==> src/rtl/demux32_stream_1by2.sv <==
// 32-bit 1-to-2 stream demultiplexer: in_ctl steers each accepted word into one of two
// independent output FIFOs, each with its own accepted-word counter.
module demux32_stream_1by2 #(
    parameter int DEPTH = 2,
    parameter int CW    = 8
) (
    input  logic          clk,
    input  logic          reset,
    input  logic          in_valid,
    output logic          in_ready,
    input  logic          in_ctl,
    input  logic [31:0]   in_data,
    output logic          out0_valid,
    input  logic          out0_ready,
    output logic [31:0]   out0_data,
    output logic          out1_valid,
    input  logic          out1_ready,
    output logic [31:0]   out1_data,
    output logic [CW-1:0] cnt0,
    output logic [CW-1:0] cnt1
);

    localparam int AW = $clog2(DEPTH);

    logic [31:0] mem0 [DEPTH];
    logic [31:0] mem1 [DEPTH];
    logic [AW:0] wr0, rd0, wr1, rd1;
    logic        full0, full1, empty0, empty1;
    logic        push0, push1, pop0, pop1;

    // Pointers carry an extra wrap bit so full and empty are distinguishable.
    assign full0  = (wr0[AW-1:0] == rd0[AW-1:0]) && (wr0[AW] != rd0[AW]);
    assign full1  = (wr1[AW-1:0] == rd1[AW-1:0]) && (wr1[AW] != rd1[AW]);
    assign empty0 = (wr0 == rd0);
    assign empty1 = (wr1 == rd1);

    assign in_ready = in_ctl ? !full1 : !full0;
    assign push0    = in_valid && !in_ctl && !full0;
    assign push1    = in_valid &&  in_ctl && !full1;
    assign pop0     = !empty0 && out0_ready;
    assign pop1     = !empty1 && out1_ready;

    assign out0_valid = !empty0;
    assign out1_valid = !empty1;
    assign out0_data  = empty0 ? 32'd0 : mem0[rd0[AW-1:0]];
    assign out1_data  = empty1 ? 32'd0 : mem1[rd1[AW-1:0]];

    // Storage needs no reset: the empty flag masks stale entries on the outputs.
    always_ff @(posedge clk) begin
        if (push0) begin
            mem0[wr0[AW-1:0]] <= in_data;
        end
        if (push1) begin
            mem1[wr1[AW-1:0]] <= in_data;
        end
    end

    always_ff @(posedge clk) begin
        if (reset) begin
            wr0  <= '0;
            rd0  <= '0;
            wr1  <= '0;
            rd1  <= '0;
            cnt0 <= '0;
            cnt1 <= '0;
        end else begin
            if (push0) begin
                wr0  <= wr0 + 1'b1;
                cnt0 <= cnt0 + 1'b1;
            end
            if (push1) begin
                wr1  <= wr1 + 1'b1;
                cnt1 <= cnt1 + 1'b1;
            end
            if (pop0) begin
                rd0 <= rd0 + 1'b1;
            end
            if (pop1) begin
                rd1 <= rd1 + 1'b1;
            end
        end
    end

endmodule

==> config.mk <==
export PLATFORM = sky130hd
export DESIGN_NAME = demux32_stream_1by2
export DESIGN_NICKNAME = d
export VERILOG_FILES = /design/src/rtl/demux32_stream_1by2.sv
export SDC_FILE = /design/constraint.sdc
export NUM_CORES = 1
export LEC_CHECK = 0
export CORE_UTILIZATION = 51
export CTS_CLUSTER_DIAMETER = 200
export DETAILED_ROUTE_END_ITERATION = 7
export PLACE_DENSITY = 0.79
export SYNTH_ARGS = -nofsm -noshare
export SYNTH_HDL_FRONTEND = slang
export SYNTH_SLANG_ARGS = --single-unit
export TNS_END_PERCENT = 30
==> constraint.sdc <==
create_clock -name clk -period 4.45 [get_ports clk]
set_input_delay 0.89 -clock clk [delete_from_list [all_inputs] [get_ports clk]]
set_output_delay 0.89 -clock clk [all_outputs]
set_load 0.05 [all_outputs]
**Yosys cells after proc, flatten, opt, wreduce, memory -nomap -nowiden**

Memories as Yosys holds them, arrays and structs flattened. A register that Yosys moved wholly into a read port is not among the register bits.
Cells that the tools add are included.

- Register bits: 24
- Bits in latches: 0
- Bits in writable memories: 128
- Bits in read-only memories: 0
- Bits of input ports: 38
- Output and inout bits: 83
- Word-level logic and storage cells: 44
- Memories: 2

- Add/sub/neg operators: 6
- $mul: 0
- Divide/modulo/power cells: 0
- $lt $le $gt $ge: 0
- Equal/unequal tests: 6
- Shifts and indexed selects: 0
- Muxes and demuxes: 11
- Bitwise gates (word level): 0
- Reduce and logical (&&, ||, !) cells: 13

Memories:

| memory | depth | width | read ports | clocked after memory_dff | wr ports | line | RTL |
|---|---|---|---|---|---|---|---|
| mem0 | 2 | 32 | 1 | 1 | 1 | 25 | `logic [31:0] mem0 [DEPTH];` |
| mem1 | 2 | 32 | 1 | 1 | 1 | 26 | `logic [31:0] mem1 [DEPTH];` |

Operator list:

| operator | count |
|---|---|
| 32-bit 2-to-1 mux | 2 |
| 8-bit by 1-bit adder with 8-bit output (second input constant) | 2 |
| 1-bit 2-to-1 mux | 9 |
| 2-bit by 1-bit adder with 2-bit output (second input constant) | 4 |
| 1-bit logical AND | 8 |
| 1-bit zero test | 5 |
| 2-bit equality test | 2 |
| 1-bit equality test | 2 |
| 1-bit inequality test | 2 |

**Longest topological paths before layout**

- Word-level depth: 6
- Mapped depth: 5
- Gate-level depth less buffers: 5

**Least setup slack after synthesis**

OpenSTA, ideal clock, no wires.

- Path kind: input to register
- From: input in_ctl
- To: memory mem1[1][0], enable pin
- Setup time: 0.475 ns
- Data arrival time: 3.630 ns
- Data required time: 3.975 ns
- Setup slack: 0.345 ns
- Stages on the path: 3
- Buffers on the path: 1
- Path through: buf_8 nand2_1 a211oi_1

- Word-level cells in the longest chain between the ends: 4

Ends and longest elaborated chain:

| what | line | RTL |
|---|---|---|
| start: declaration | 11 | `input logic in_ctl,` |
| 1-bit logical AND (2 in a row) | 39 | `assign push1 = in_valid && in_ctl && !full1;` |
| 1-bit 2-to-1 mux | 53 | `if (push1) begin` |
| 1-bit 2-to-1 mux (not written as such) | 54 | `mem1[wr1[AW-1:0]] <= in_data;` |
| end: declaration | 26 |  |

Every way passes these cells.

**Worst setup path after layout**

- From: input in_ctl
- To: output in_ready

- Word-level cells in the longest chain between the ends: 1

Ends and longest elaborated chain:

| what | line | RTL |
|---|---|---|
| 1-bit 2-to-1 mux | 37 | `assign in_ready = in_ctl ? !full1 : !full0;` |
| end: declaration | 10 | `output logic in_ready,` |

Every way passes these cells.

==> run metrics <==
vias in the first global route about 3,700; Initial Utilization between 50% and 60%; Gate Count Post-Synth around 410; reg2reg end mem0[0][11]; dpl cells 660; clk_skew 0.00654 ns; Layout area overhead 32.4%; ratio of cells with drive above 1 in the final layout 9.29%; Fill cells 830; Async S/R FF share, synth 0%; CP endpoint in_ready; failing checks DRC; ys flop type edfxtp_1; Post-CTS Hold Buffers 0; Post-synth EDFFs approximately 130; I/O Buffers 120; critical path class in -> out; Setup TNS Final 0 ns; hold crit path type reg -> reg; DR DRC count 20; post-route cell area around 8000 um2; CORE AREA about 12,000 um2; combinational share of power about 33%; hold path startpoint cnt1[6]; RSZ-0062 raised after global routing no; CTS tree yes; clock sink count between 150 and 200; fin crit period around 3.6 ns; Sw Share between 30% and 40%; total chip power between 4 and 5 mW; CTS clk-pin slew, worst paths 0.06 ns; WP data required between 3 and 4 ns; Setup Fix Bufs, Post-CTS 0; max incr delay on CP 0.80 ns; most common cell after layout, fill and taps aside edfxtp_1; Critical Path AT between 2 and 3 ns; Slew headroom 38.7%; met3 Usage GRT under 10%; Yosys Warn Count 0; Final ANT Viol Nets 0; crit path buf inv count 4; Top delay family on crit path buffers and inverters; FF-to-FF setup slack between 2 and 2.5 ns; IO Pins approximately 120; synthesized area 6060 um2; via count 3,640; GP Congestion 0.754; Die W approximately 110 um; hold path cells 2; routed wire length 12,000 um; grt peak-use layer met2; clk_lat worst skew slightly above 0.4 ns; drt pass-1 iters 6; dpl cell area 7450 um2; post-synthesis register bit count 154; WL per Instance 17.3 um; sequential power share between 30 and 40%; max-capacitance violation count 0; outcome finished with violations; final net count 576; slowest cell on the critical path clkdlybuf4s50_1; CP Cell Sequence clkdlybuf4s50_1 > buf_4 > inv_1 > a21o_1 > nand2_1 > clkdlybuf4s50_1; H-tree Lvls 4; Least-Margin Pin Slew about 0.9 ns; met2 GRT Util 33.6%; sequential-to-total area share from yosys stat between 70% and 80%; first-pass GRT wire length around 19,000 um; r2r startpoint wr0[0]; post_cts resized 0; initial antenna violation count 1; GRT Overall Usage 20.3%; Mapped Avg Cell Area 14.8 um2; syn_nets around 450; area of the multi-input gates 1620 um2; Max Fanout on Critical Path 9; end-of-flow core utilization 69.6%; switching power between 1.5 and 2 mW; register area about 4400 um2; GRT overflow 0; commonest cells after routing, fill and taps aside edfxtp_1, clkdlybuf4s50_1, nor2_1; Rows 39; CTS Buf Count 17; final hold violation count 0; Die Ht 111 um; hpwl dp around 7400 um; largest buffer count on any clock path 2; Worst setup startpoint in_ctl; P_int a little under 3 mW; fin crit share about four fifths; clock power share around 30%; met1 Use GR 25.6%; Crit path depth 6; max frequency between 0.2 and 0.3 GHz; count of final max-slew check failures 0; most frequent CP cell clkdlybuf4s50_1; Iter 0 DRT Violations 216; final-report setup violation count 0; Root Driver clkbuf_16; Vias per Instance about 5.3; largest net degree at the start of global routing 34; Peak VDD IR 0.313 mV; P_leak about 2.6 nW; die footprint 12,300 um2; nature of the critical path endpoint output port; R2R cell count 4; Power Density about 570 nW/um2; Setup crit start kind input port; Cell variety after synth 31; Finished Layout Cells 693
==> per-stage QoR <==
stage | setup WS (ns) | hold slack [ns]
2_1_floorplan | 0.345 | 0.498
3_3_place_gp | 0.851 | 0.469
3_5_place_dp | 0.829 | 0.492
4_1_cts | 0.783 | 0.503
5_1_grt | 0.633 | 0.525
6_report | 0.820 | 0.521
==> per-layer routing <==
layer	part of all wire (%)	up-vias	wire, um
li1	-	1734	-
met1	44	1777	5300
met2	49	113	5850
met3	5.3	16	638
met4	1.7	0	200
met5	0	-	0
==> layout make-up <==
type / count / area share, %
clock buffers: 20 / 5.45
flip-flops and latches: 154 / 54.5
well taps: 143 / 2.23
diodes: 1 / 0.0312
inverters: 6 / 0.281
multi-input cells: 229 / 20.3
clock inverters: 12 / 1.58
repair buffers: 128 / 15.7
==> tightest hold or removal path: cells and delay by family, from the launching register on <==
family	cells	cell delay, ns
flip-flops	1	0.33
AO/OA/AOI/OAI	2	0.14
==> sequential cells by signal, indices dropped and copies added, names as in the netlist, named ones only <==
name	cells
mem0	64
mem1	64
cnt0	8
cnt1	8
rd0	2
rd1	2
wr0	2
wr1	2
==> how the worst min path moves through the flow <==
stage	slack (ns)	endpoint
3_3_place_gp	0.47	cnt1[7]
3_5_place_dp	0.49	cnt1[6]
2_1_floorplan	0.50	rd0[1]
6_report	0.52	cnt1[6]
5_1_grt	0.52	cnt1[6]
4_1_cts	0.50	cnt1[6]
==> power by group through the flow <==
stage          registers [mW]  logic, mW  clock network (mW)
5_1_grt                  1.73       1.60                1.43
3_3_place_gp             1.75       1.52                   0
3_5_place_dp             1.76       1.53                   0
4_1_cts                  1.73       1.53                1.36
6_report                 1.73       1.52                1.34
2_1_floorplan            1.71       1.05                   0
==> synth_stat cells (3+ instances only) <==
cell type,count,share of area [%]
dfxtp_1,26,8.6
xnor2_1,16,2.3
a2111oi_2,5,1.2
nand4_1,4,0.41
clkbuf_1,15,0.93
nor2_1,89,5.5
or4_1,3,0.37
nand2_1,13,0.81
mux2i_1,66,11
a21oi_1,4,0.33
a211oi_1,3,0.37
o31ai_1,3,0.37
xor2_1,7,1.0
inv_1,6,0.37
edfxtp_1,128,63
==> cell families (layout without fill, tap and decap cells) <==
kind of cell | count (synthesis) | count (layout) | synth area share, %
AOI/OAI and AO/OA | 24 | 24 | 3.49
xor gates and xnor gates | 25 | 25 | 3.86
adders and majority gates | 2 | 2 | 0.413
buffers and inverters | 26 | 166 | 1.86
DFF | 154 | 154 | 72.1
muxes | 66 | 66 | 10.9
other | 0 | 1 | 0
and+or+nand+nor | 112 | 112 | 7.42
Note: power is estimated with default switching activity, not from simulation.
